## config.mk

```make
export PLATFORM = sky130hd
export DESIGN_NAME = serial_subtractor
export DESIGN_NICKNAME = d
export VERILOG_FILES = /design/src/rtl/serial_subtractor.sv
export SDC_FILE = /design/constraint.sdc
export NUM_CORES = 1
export LEC_CHECK = 0
export CAP_MARGIN = 20
export CELL_PAD_IN_SITES_DETAIL_PLACEMENT = 1
export CELL_PAD_IN_SITES_GLOBAL_PLACEMENT = 1
export CORE_UTILIZATION = 36
export DETAILED_ROUTE_END_ITERATION = 10
export GPL_TIMING_DRIVEN = 0
export PLACE_DENSITY = 0.82
export SETUP_SLACK_MARGIN = 0.5
export SLEW_MARGIN = 10
export SYNTH_ARGS = -nofsm -noshare
export SYNTH_HDL_FRONTEND = slang
export SYNTH_SLANG_ARGS = --single-unit
```

## constraint.sdc

```tcl
create_clock -name clk -period 1.57 [get_ports clk]
set_clock_uncertainty 0.05 [all_clocks]
set_input_delay 0.2355 -clock clk [delete_from_list [all_inputs] [get_ports clk]]
set_output_delay 0.2355 -clock clk [all_outputs]
set_load 0.03 [all_outputs]
```

## src/rtl/serial_subtractor.sv

```systemverilog
// Bit-serial A - B - BIN, LSB first, one full-subtractor step per clock.
// Define SERIAL_SUB_OVF_EN to add the signed-overflow output ovf.
module serial_subtractor #(
    parameter int WIDTH = 8
) (
    input  logic             clk,
    input  logic             rst_n,
    input  logic             start,
    input  logic [WIDTH-1:0] a,
    input  logic [WIDTH-1:0] b,
    input  logic             bin,
    output logic             busy,
    output logic             done,
    output logic [WIDTH-1:0] diff,
    output logic             bout
`ifdef SERIAL_SUB_OVF_EN
    ,
    output logic             ovf
`endif
);

    localparam int CW = $clog2(WIDTH) + 1;

    typedef enum logic [1:0] {
        IDLE,
        RUN,
        DONE
    } state_t;

    state_t state_q, state_d;

    logic [WIDTH-1:0] a_q, a_d;
    logic [WIDTH-1:0] b_q, b_d;
    logic [WIDTH-1:0] r_q, r_d;
    logic [WIDTH-1:0] diff_q, diff_d;
    logic [CW-1:0]    cnt_q, cnt_d;
    logic             br_q, br_d;
    logic             bout_q, bout_d;
    logic             d_bit;
    logic             br_next;
    logic             last;
    logic             load;
`ifdef SERIAL_SUB_OVF_EN
    logic             ovf_q, ovf_d;
`endif

    always_comb begin
        d_bit   = a_q[0] ^ b_q[0] ^ br_q;
        br_next = (~a_q[0] & b_q[0]) | (~(a_q[0] ^ b_q[0]) & br_q);
        last    = (cnt_q == CW'(WIDTH - 1));

        state_d = state_q;
        a_d     = a_q;
        b_d     = b_q;
        r_d     = r_q;
        diff_d  = diff_q;
        cnt_d   = cnt_q;
        br_d    = br_q;
        bout_d  = bout_q;
        load    = 1'b0;
`ifdef SERIAL_SUB_OVF_EN
        ovf_d   = ovf_q;
`endif

        unique case (state_q)
            IDLE: begin
                load = start;
            end
            RUN: begin
                a_d   = a_q >> 1;
                b_d   = b_q >> 1;
                r_d   = WIDTH'({d_bit, r_q} >> 1);
                br_d  = br_next;
                cnt_d = cnt_q + CW'(1);
                if (last) begin
                    state_d = DONE;
                    diff_d  = WIDTH'({d_bit, r_q} >> 1);
                    bout_d  = br_next;
`ifdef SERIAL_SUB_OVF_EN
                    // br_q is the borrow into the MSB on this final step
                    ovf_d   = br_q ^ br_next;
`endif
                end
            end
            DONE: begin
                load    = start;
                state_d = IDLE;
            end
            default: begin
                state_d = IDLE;
            end
        endcase

        if (load) begin
            state_d = RUN;
            a_d     = a;
            b_d     = b;
            br_d    = bin;
            r_d     = '0;
            cnt_d   = '0;
        end
    end

    always_ff @(posedge clk or negedge rst_n) begin
        if (!rst_n) begin
            state_q <= IDLE;
            a_q     <= '0;
            b_q     <= '0;
            r_q     <= '0;
            diff_q  <= '0;
            cnt_q   <= '0;
            br_q    <= 1'b0;
            bout_q  <= 1'b0;
        end else begin
            state_q <= state_d;
            a_q     <= a_d;
            b_q     <= b_d;
            r_q     <= r_d;
            diff_q  <= diff_d;
            cnt_q   <= cnt_d;
            br_q    <= br_d;
            bout_q  <= bout_d;
        end
    end

`ifdef SERIAL_SUB_OVF_EN
    always_ff @(posedge clk or negedge rst_n) begin
        if (!rst_n) begin
            ovf_q <= 1'b0;
        end else begin
            ovf_q <= ovf_d;
        end
    end

    assign ovf = ovf_q;
`endif

    assign busy = (state_q == RUN);
    assign done = (state_q == DONE);
    assign diff = diff_q;
    assign bout = bout_q;

endmodule
```

==> run_results.csv, run 1 <==
group,metric,value,unit
pwr,share_comb_of_total_power,0.580,
routing,routed_wirelength,6320,um
sta,worst_hold_slack,0.345,ns
status,run_status,"finished, violations left",
sta,report.final.slew_viol_count,0,
layout,multi_input_comb_area,888,sq um
yosys,ys_seq_area_frac,0.596,
routing,drt-vias-per-instance,5.47,
sta,hold_violations,0,
yosys,synth.lib_cells_used.distinct,25,
sta,timing.slew.headroom,0.710,
status,violations,"setup timing",
global_route,grt_max_degree,26,
clocking,worstSkewPairLatency,0.31,ns
pwr,p_clk_frac,0.150,
global_route,antenna_violations_before_repair,0,
yosys,syn-num-nets,168,
pwr,switching_share,0.376,
place,port_buffers,30,
clocking,clk_path_buf_depth,2,
global_route,leftover_overflow_at_the_end_of_global_routing,0,
pwr,p_leak,1.32,nW
routing,postRouteAntennaNets,0,
pwr,p_per_area,2320,nW/um^2
routing,drt-wirelength-per-cell,23.6,um
clocking,h-tree-depth,2,
setup_path,worstSetupEndpointType,"output pin",
yosys,synth.ff_latch_count,39,
layout,fillers,400,
routing,drc_viols,0,
setup_path,required,1.28,ns
place,dp_hpwl,2820,um
floorplan,row_count,24,
layout,layout-drive-gt1-share,0.500,
flow_run,maxCapViolCount,0,
floorplan,die_w,69.5,um
clocking,cts_clock_pin_slew_for_the_worst_setup_and_hold_paths,0.08,ns
sta,setup_viol,17,
sta,grt_setup_unrepaired,"true",
setup_path,critical_path.max_fanout,3,
yosys,synth_cells,146,
floorplan,core-area,4350,sq um
pwr,power.switching,0.00259,W
layout,layout.cells.most_common,"sky130_fd_sc_hd__dfrtp_1",
layout,layout.nets,237,
sta,worstMarginPinSlew,0.436,ns
yosys,yosys_warnings,0,
sta,period_minus_slack,1.64,ns
pwr,internal_power,0.00430,W
global_route,grt_usage,0.217,
setup_path,setup.worst_path.class,"reg -> out",
layout,mostFrequentLayoutCells,"39 x sky130_fd_sc_hd__dfrtp_1, 22 x sky130_fd_sc_hd__buf_6, 21 x sky130_fd_sc_hd__nand2_1, 18 x sky130_fd_sc_hd__clkdlybuf4s50_1, 13 x sky130_fd_sc_hd__nor2_4",
layout,final-seq-area,976,sq um
floorplan,initial_core_util,0.376,
routing,drt_pass1_iterations,4,
sta,layout_setup_ws,-0.0717,ns
setup_path,crit_path_start_kind,"flip-flop",
hold_path,hold_path_class,"in -> async",
global_route,via_count_of_the_first_global_routing_pass,1500,
clocking,cts.root.buffer_cell,"sky130_fd_sc_hd__clkbuf_8",
clocking,tritoncts_num_sinks,39,
floorplan,design.portCount,31,
pwr,share_seq_of_total_power,0.270,
sta,finalCritPeriodShare,1.05,
layout,antenna_cells,0,
routing,detailroute.via_count,1465,
place,place_ws,-0.401,ns
clocking,cts_buffers,5,
yosys,syn-cell-area,1640,sq um
clocking,tritoncts,"yes",
sta,max_clock_freq,609,MHz
floorplan,dieHeight,69.5,um
setup_path,rr_worst_depth,7,
yosys,syn_area_per_cell,11.2,sq um
routing,initialDrtViolationCount,103,
global_route,grt_pass1_wl,7950,um
pwr,ir_drop,1.23,mV
layout,area_growth_syn_to_layout,81.2,%
place,place_congestion,0.791,
setup_path,arrival_worst_endpoint,1.36,ns
floorplan,fp.dieArea,4820,sq um
==> critical path: stages (launching register included) <==
cell and delay, ns:
sky130_fd_sc_hd__dfrtp_1 0.44, sky130_fd_sc_hd__nand2b_4 0.10, sky130_fd_sc_hd__buf_8 0.11, sky130_fd_sc_hd__inv_6 0.03
sky130_fd_sc_hd__buf_8 0.12, sky130_fd_sc_hd__buf_12 0.12, sky130_fd_sc_hd__buf_8 0.12
==> synth_stat cells <==
library cell               number  area share
sky130_fd_sc_hd__nand4_1        1      0.0038
sky130_fd_sc_hd__nor3_1         1      0.0031
sky130_fd_sc_hd__nor2_1        15       0.034
sky130_fd_sc_hd__ha_1           1      0.0076
sky130_fd_sc_hd__nor3_4         1      0.0099
sky130_fd_sc_hd__dfrtp_1       39        0.60
sky130_fd_sc_hd__a31oi_1       12       0.046
sky130_fd_sc_hd__fa_1           1       0.012
sky130_fd_sc_hd__nand3_1        1      0.0031
sky130_fd_sc_hd__inv_1          4      0.0092
sky130_fd_sc_hd__clkbuf_1       3      0.0069
sky130_fd_sc_hd__buf_2          5       0.015
sky130_fd_sc_hd__nand2_1       29       0.066
sky130_fd_sc_hd__a22o_1        10       0.053
sky130_fd_sc_hd__nor2b_1        1      0.0038
sky130_fd_sc_hd__o21ai_0        1      0.0031
sky130_fd_sc_hd__mux2_2         9       0.062
sky130_fd_sc_hd__mux2i_1        3       0.018
sky130_fd_sc_hd__xnor2_1        1      0.0053
sky130_fd_sc_hd__buf_6          1      0.0069
sky130_fd_sc_hd__and2b_1        1      0.0046
sky130_fd_sc_hd__nand2b_1       2      0.0076
sky130_fd_sc_hd__buf_4          1      0.0046
sky130_fd_sc_hd__a22oi_1        1      0.0046
sky130_fd_sc_hd__a221o_1        2       0.012
==> final cells by class <==
cell class,instances,area share
Sequential cell,39,0.329
Multi-Input combinational cell,93,0.299
Timing Repair Buffer,62,0.245
Buffer,10,0.0531
Clock buffer,6,0.0245
Tap cell,52,0.0219
Clock inverter,2,0.0202
Inverter,4,0.00675
==> per-layer routing <==
layer / up-vias / track usage / share of wire
met1: 764 / 0.265 / 0.42
met2: 45 / 0.368 / 0.52
met3: 16 / 0.0581 / 0.029
met4: 0 / 0.0771 / 0.032
li1: 640 / - / -
met5: - / 0 / 0
==> worst paths after layout <==
kind | startpoint | to | slack [ns]
min in group clk | r_q[1] | r_q[1] | 0.46
min reg2reg | r_q[1] | r_q[1] | 0.46
max reg2reg | state_q[0] | b_q[2] | -0.03
max | state_q[0] | busy | -0.07
min | rst_n | a_q[3] | 0.34
max in group asynchronous | rst_n | diff[6] | 0.66
==> kinds of logic (layout without fill, tap and decap cells) <==
kind of cell / after synthesis / in the layout / share of synthesized area
multiplexers: 12 / 12 / 0.0802
AO/OA/AOI/OAI: 26 / 26 / 0.119
flip-flops: 39 / 39 / 0.596
AND/OR/NAND/NOR: 52 / 52 / 0.137
XOR/XNOR: 1 / 1 / 0.00535
buffers and inverters: 14 / 84 / 0.0428
adder cells (fa/ha/maj): 2 / 2 / 0.0199
==> metrics by stage <==
step	cell area [sq um]	setup TNS, ns	cells	power, W	util
after floorplan	1710	0	146	0.00329	-
after global placement	2080	-26.85	228	0.00386	0.477
after detailed placement	2100	-2.86	229	0.00401	0.482
after CTS	2590	-0.0899	257	0.00583	0.594
after global routing	2970	-1.22	268	0.00718	0.682
final	2970	-0.331	268	0.00690	0.682
==> timing repair <==
item,in CTS,in global routing
pin swaps,6,13
hold buffers,1,0
endpoints found under the hold margin,14,0
buffers inserted,17,7
resized for setup,118,53
cloned,2,4
setup endpoints to repair,50,50
==> power groups by stage <==
stage	registers (W)	logic, W	clock network, W
floorplan	0.00192	0.00137	0
global placement	0.00177	0.00209	0
detailed placement	0.00180	0.00220	0
CTS	0.00181	0.00301	0.00102
global route	0.00190	0.00419	0.00109
finish	0.00186	0.00400	0.00104
==> state kept, by name (all words and copies together) (netlist names) <==
| register | count |
|---|---|
| a_q | 8 |
| cnt_q | 4 |
| r_q | 7 |
| state_q | 2 |
| b_q | 8 |
| diff | 8 |
| bout | 1 |
| br_q | 1 |
(Power assumes the default switching activity.)
==> run 2, diff against run 1 <==
--- a/config.mk
+++ b/config.mk
@@ -13,7 +13,7 @@
 export GPL_TIMING_DRIVEN = 0
 export PLACE_DENSITY = 0.82
 export SETUP_SLACK_MARGIN = 0.5
-export SLEW_MARGIN = 10
+export SLEW_MARGIN = 20
 export SYNTH_ARGS = -nofsm -noshare
 export SYNTH_HDL_FRONTEND = slang
 export SYNTH_SLANG_ARGS = --single-unit
==> results of run 2 <==
The final DEF is identical to that of run 1; final timing and power are the same.
==> run 3, diff against run 2 <==
--- a/config.mk
+++ b/config.mk
@@ -13,7 +13,6 @@
 export GPL_TIMING_DRIVEN = 0
 export PLACE_DENSITY = 0.82
 export SETUP_SLACK_MARGIN = 0.5
-export SLEW_MARGIN = 20
 export SYNTH_ARGS = -nofsm -noshare
 export SYNTH_HDL_FRONTEND = slang
 export SYNTH_SLANG_ARGS = --single-unit
==> run_results.csv, run 3 (synthesis gave the netlist of run 1 again) <==
group,metric,value,unit
place,dp_hpwl,2730,um
routing,postRouteAntennaNets,0,
layout,finalInstanceArea,2700,sq um
floorplan,dieHeight,69.5,um
layout,layout-drive-gt1-share,0.449,
status,run_status,"finished, violations left",
setup_path,worstPathBufferInverterCount,5,
clocking,cts_clock_pin_slew_for_the_worst_setup_and_hold_paths,0.08,ns
floorplan,design.portCount,31,
clocking,cts_buffers,5,
sta,grt_setup_unrepaired,"true",
setup_path,rr_worst_depth,7,
pwr,p_leak,1.23,nW
setup_path,critical-path-top-cell-by-count,"sky130_fd_sc_hd__buf_8",
setup_path,setup.worst_path.class,"reg -> out",
setup_path,worst_r2r_endpoint,"r_q[5]",
setup_path,path_depth,6,
sta,tns_setup,-0.0354,ns
floorplan,fp.dieArea,4820,sq um
setup_path,cp_slowest_stage_delay,0.38,ns
sta,worstMarginPinSlew,0.900,ns
pwr,design_power_total,0.00620,W
sta,period_minus_slack,1.60,ns
sta,hold_violations,0,
global_route,leftover_overflow_at_the_end_of_global_routing,0,
layout,layout.cells.most_common,"sky130_fd_sc_hd__dfrtp_1",
layout,multi_input_comb_area,835,sq um
global_route,grt_pass1_wl,7480,um
layout,mostFrequentLayoutCells,"39 x sky130_fd_sc_hd__dfrtp_1, 21 x sky130_fd_sc_hd__buf_6, 18 x sky130_fd_sc_hd__clkdlybuf4s50_1, 16 x sky130_fd_sc_hd__nand2_1, 10 x sky130_fd_sc_hd__a22o_1",
pwr,p_per_area,2300,nW/um^2
routing,initialDrtViolationCount,55,
floorplan,die_w,69.5,um
floorplan,row_count,24,
sta,max_clock_freq,624,MHz
routing,routed_wirelength,5310,um
flow_run,maxCapViolCount,0,
layout,final-seq-area,976,sq um
setup_path,critical_path.max_fanout,3,
setup_path,ff2ff_setup_slack,0,ns
clocking,clk_path_buf_depth,2,
layout,area_growth_syn_to_layout,64.6,%
global_route,via_count_of_the_first_global_routing_pass,1471,
sta,finalCritPeriodShare,1.02,
floorplan,core-area,4350,sq um
setup_path,required,1.28,ns
layout,antenna_cells,0,
place,place_congestion,0.791,
layout,final_core_util,0.619,
setup_path,crit_path_start_kind,"flip-flop",
place,place_area,2070,sq um
routing,drt-wirelength-per-cell,20.6,um
clocking,worstSkewPairLatency,0.29,ns
sta,setup_viol,2,
pwr,ir_drop,1.13,mV
sta,report.final.slew_viol_count,0,
place,port_buffers,30,
setup_path,arrival_worst_endpoint,1.32,ns
routing,drt-vias-per-instance,5.33,
setup_path,worstSetupEndpointType,"output pin",
layout,layout.nets,226,
floorplan,initial_core_util,0.376,
global_route,antenna_violations_before_repair,0,
routing,detailroute.via_count,1369,
setup_path,timing.critical_path.cells,"nand2b_4 > buf_8 > inv_6 > buf_8 > buf_12 > buf_8",
clocking,tritoncts_num_sinks,39,
sta,layout_setup_ws,-0.0323,ns
status,violations,"setup timing",
setup_path,critical_path.reg2reg.startpoint,"state_q[0]",
routing,drc_viols,0,
layout,fillers,422,
sta,timing.slew.headroom,0.400,
clocking,tritoncts,"yes",
routing,drt_pass1_iterations,4,
clocking,cts.root.buffer_cell,"sky130_fd_sc_hd__clkbuf_8",
global_route,grt_usage,0.202,
clocking,h-tree-depth,2,
hold_path,hold_path_class,"in -> async",
setup_path,critical-path-top-delay-family,"buffers and inverters",
setup_path,timing.critical_path.slowest_stage_cell,"sky130_fd_sc_hd__dfrtp_1",
global_route,grt_max_degree,40,
sta,worst_hold_slack,0.00775,ns
clocking,cts_hold_buffers,0,
[run 3: cell count changes in the layout (fill, tap and decap cells not counted), moves of 2 or more]
cell	before	now
sky130_fd_sc_hd__clkbuf_16	4	1
sky130_fd_sc_hd__bufinv_16	2	0
sky130_fd_sc_hd__nor2_4	13	6
sky130_fd_sc_hd__buf_8	8	5
sky130_fd_sc_hd__nand2_1	21	16
sky130_fd_sc_hd__a31oi_2	3	0
sky130_fd_sc_hd__clkbuf_8	5	7
sky130_fd_sc_hd__a31oi_1	4	8
sky130_fd_sc_hd__nor2_1	2	8
sky130_fd_sc_hd__buf_4	11	8
sky130_fd_sc_hd__nand2_4	1	7
sky130_fd_sc_hd__buf_2	1	3
[run 3: cell type report]
| cell class | instances | area share |
|---|---|---|
| flip-flops and latches | 39 | 0.362 |
| repair buffers | 51 | 0.209 |
| plain buffers | 10 | 0.0501 |
| inverters | 4 | 0.00743 |
| well taps | 52 | 0.0241 |
| clock buffers | 8 | 0.0371 |
| multi-input cells | 93 | 0.310 |
[run 3: how the worst max path moves through the flow]
| stage | endpoint | from | slack [ns] |
|---|---|---|---|
| 4_1_cts | busy | state_q[1] | -0.02 |
| 3_5_place_dp | busy | state_q[1] | -0.40 |
| 3_3_place_gp | diff[6] | rst_n | -0.64 |
| 6_report | busy | state_q[1] | -0.03 |
| 2_1_floorplan | diff[0] | state_q[1] | 0.07 |
| 5_1_grt | busy | state_q[1] | -0.07 |
[run 3: power by group]
group          total [W]  internal, W  switching (W)
clock network   0.000765     0.000402       0.000364
logic            0.00356      0.00193        0.00163
registers        0.00187      0.00147       0.000404
total            0.00620      0.00380        0.00240
[run 3: repair_timing]
action / in CTS / in global routing
hold endpoints to repair: 0 / 0
gates resized for setup: 94 / 62
pin swaps: 7 / 6
setup buffers: 12 / 5
setup endpoints to repair: 50 / 50
gates cloned: 2 / 2
[run 3: worst register-to-register path, cell delays in order, from the launching register on]
cell                      delay, ns
sky130_fd_sc_hd__dfrtp_1       0.42
sky130_fd_sc_hd__buf_4         0.15
sky130_fd_sc_hd__buf_6         0.11
sky130_fd_sc_hd__and2b_1       0.21
sky130_fd_sc_hd__buf_6         0.14
sky130_fd_sc_hd__nor2_4        0.05
sky130_fd_sc_hd__buf_6         0.13
sky130_fd_sc_hd__a22o_1        0.20
[run 3: routing by layer]
metal,global-route usage,part of all wire
met1,0.253,0.42
met2,0.350,0.52
met3,0.0480,0.035
met4,0.0544,0.020
met5,0,0
[run 3: per-stage QoR]
stage	worst slack [ns]	std cells
6_report	-0.0323	257
5_1_grt	-0.0654	257
2_1_floorplan	0.0707	146
3_3_place_gp	-0.636	228
4_1_cts	-0.0238	250
3_5_place_dp	-0.399	228
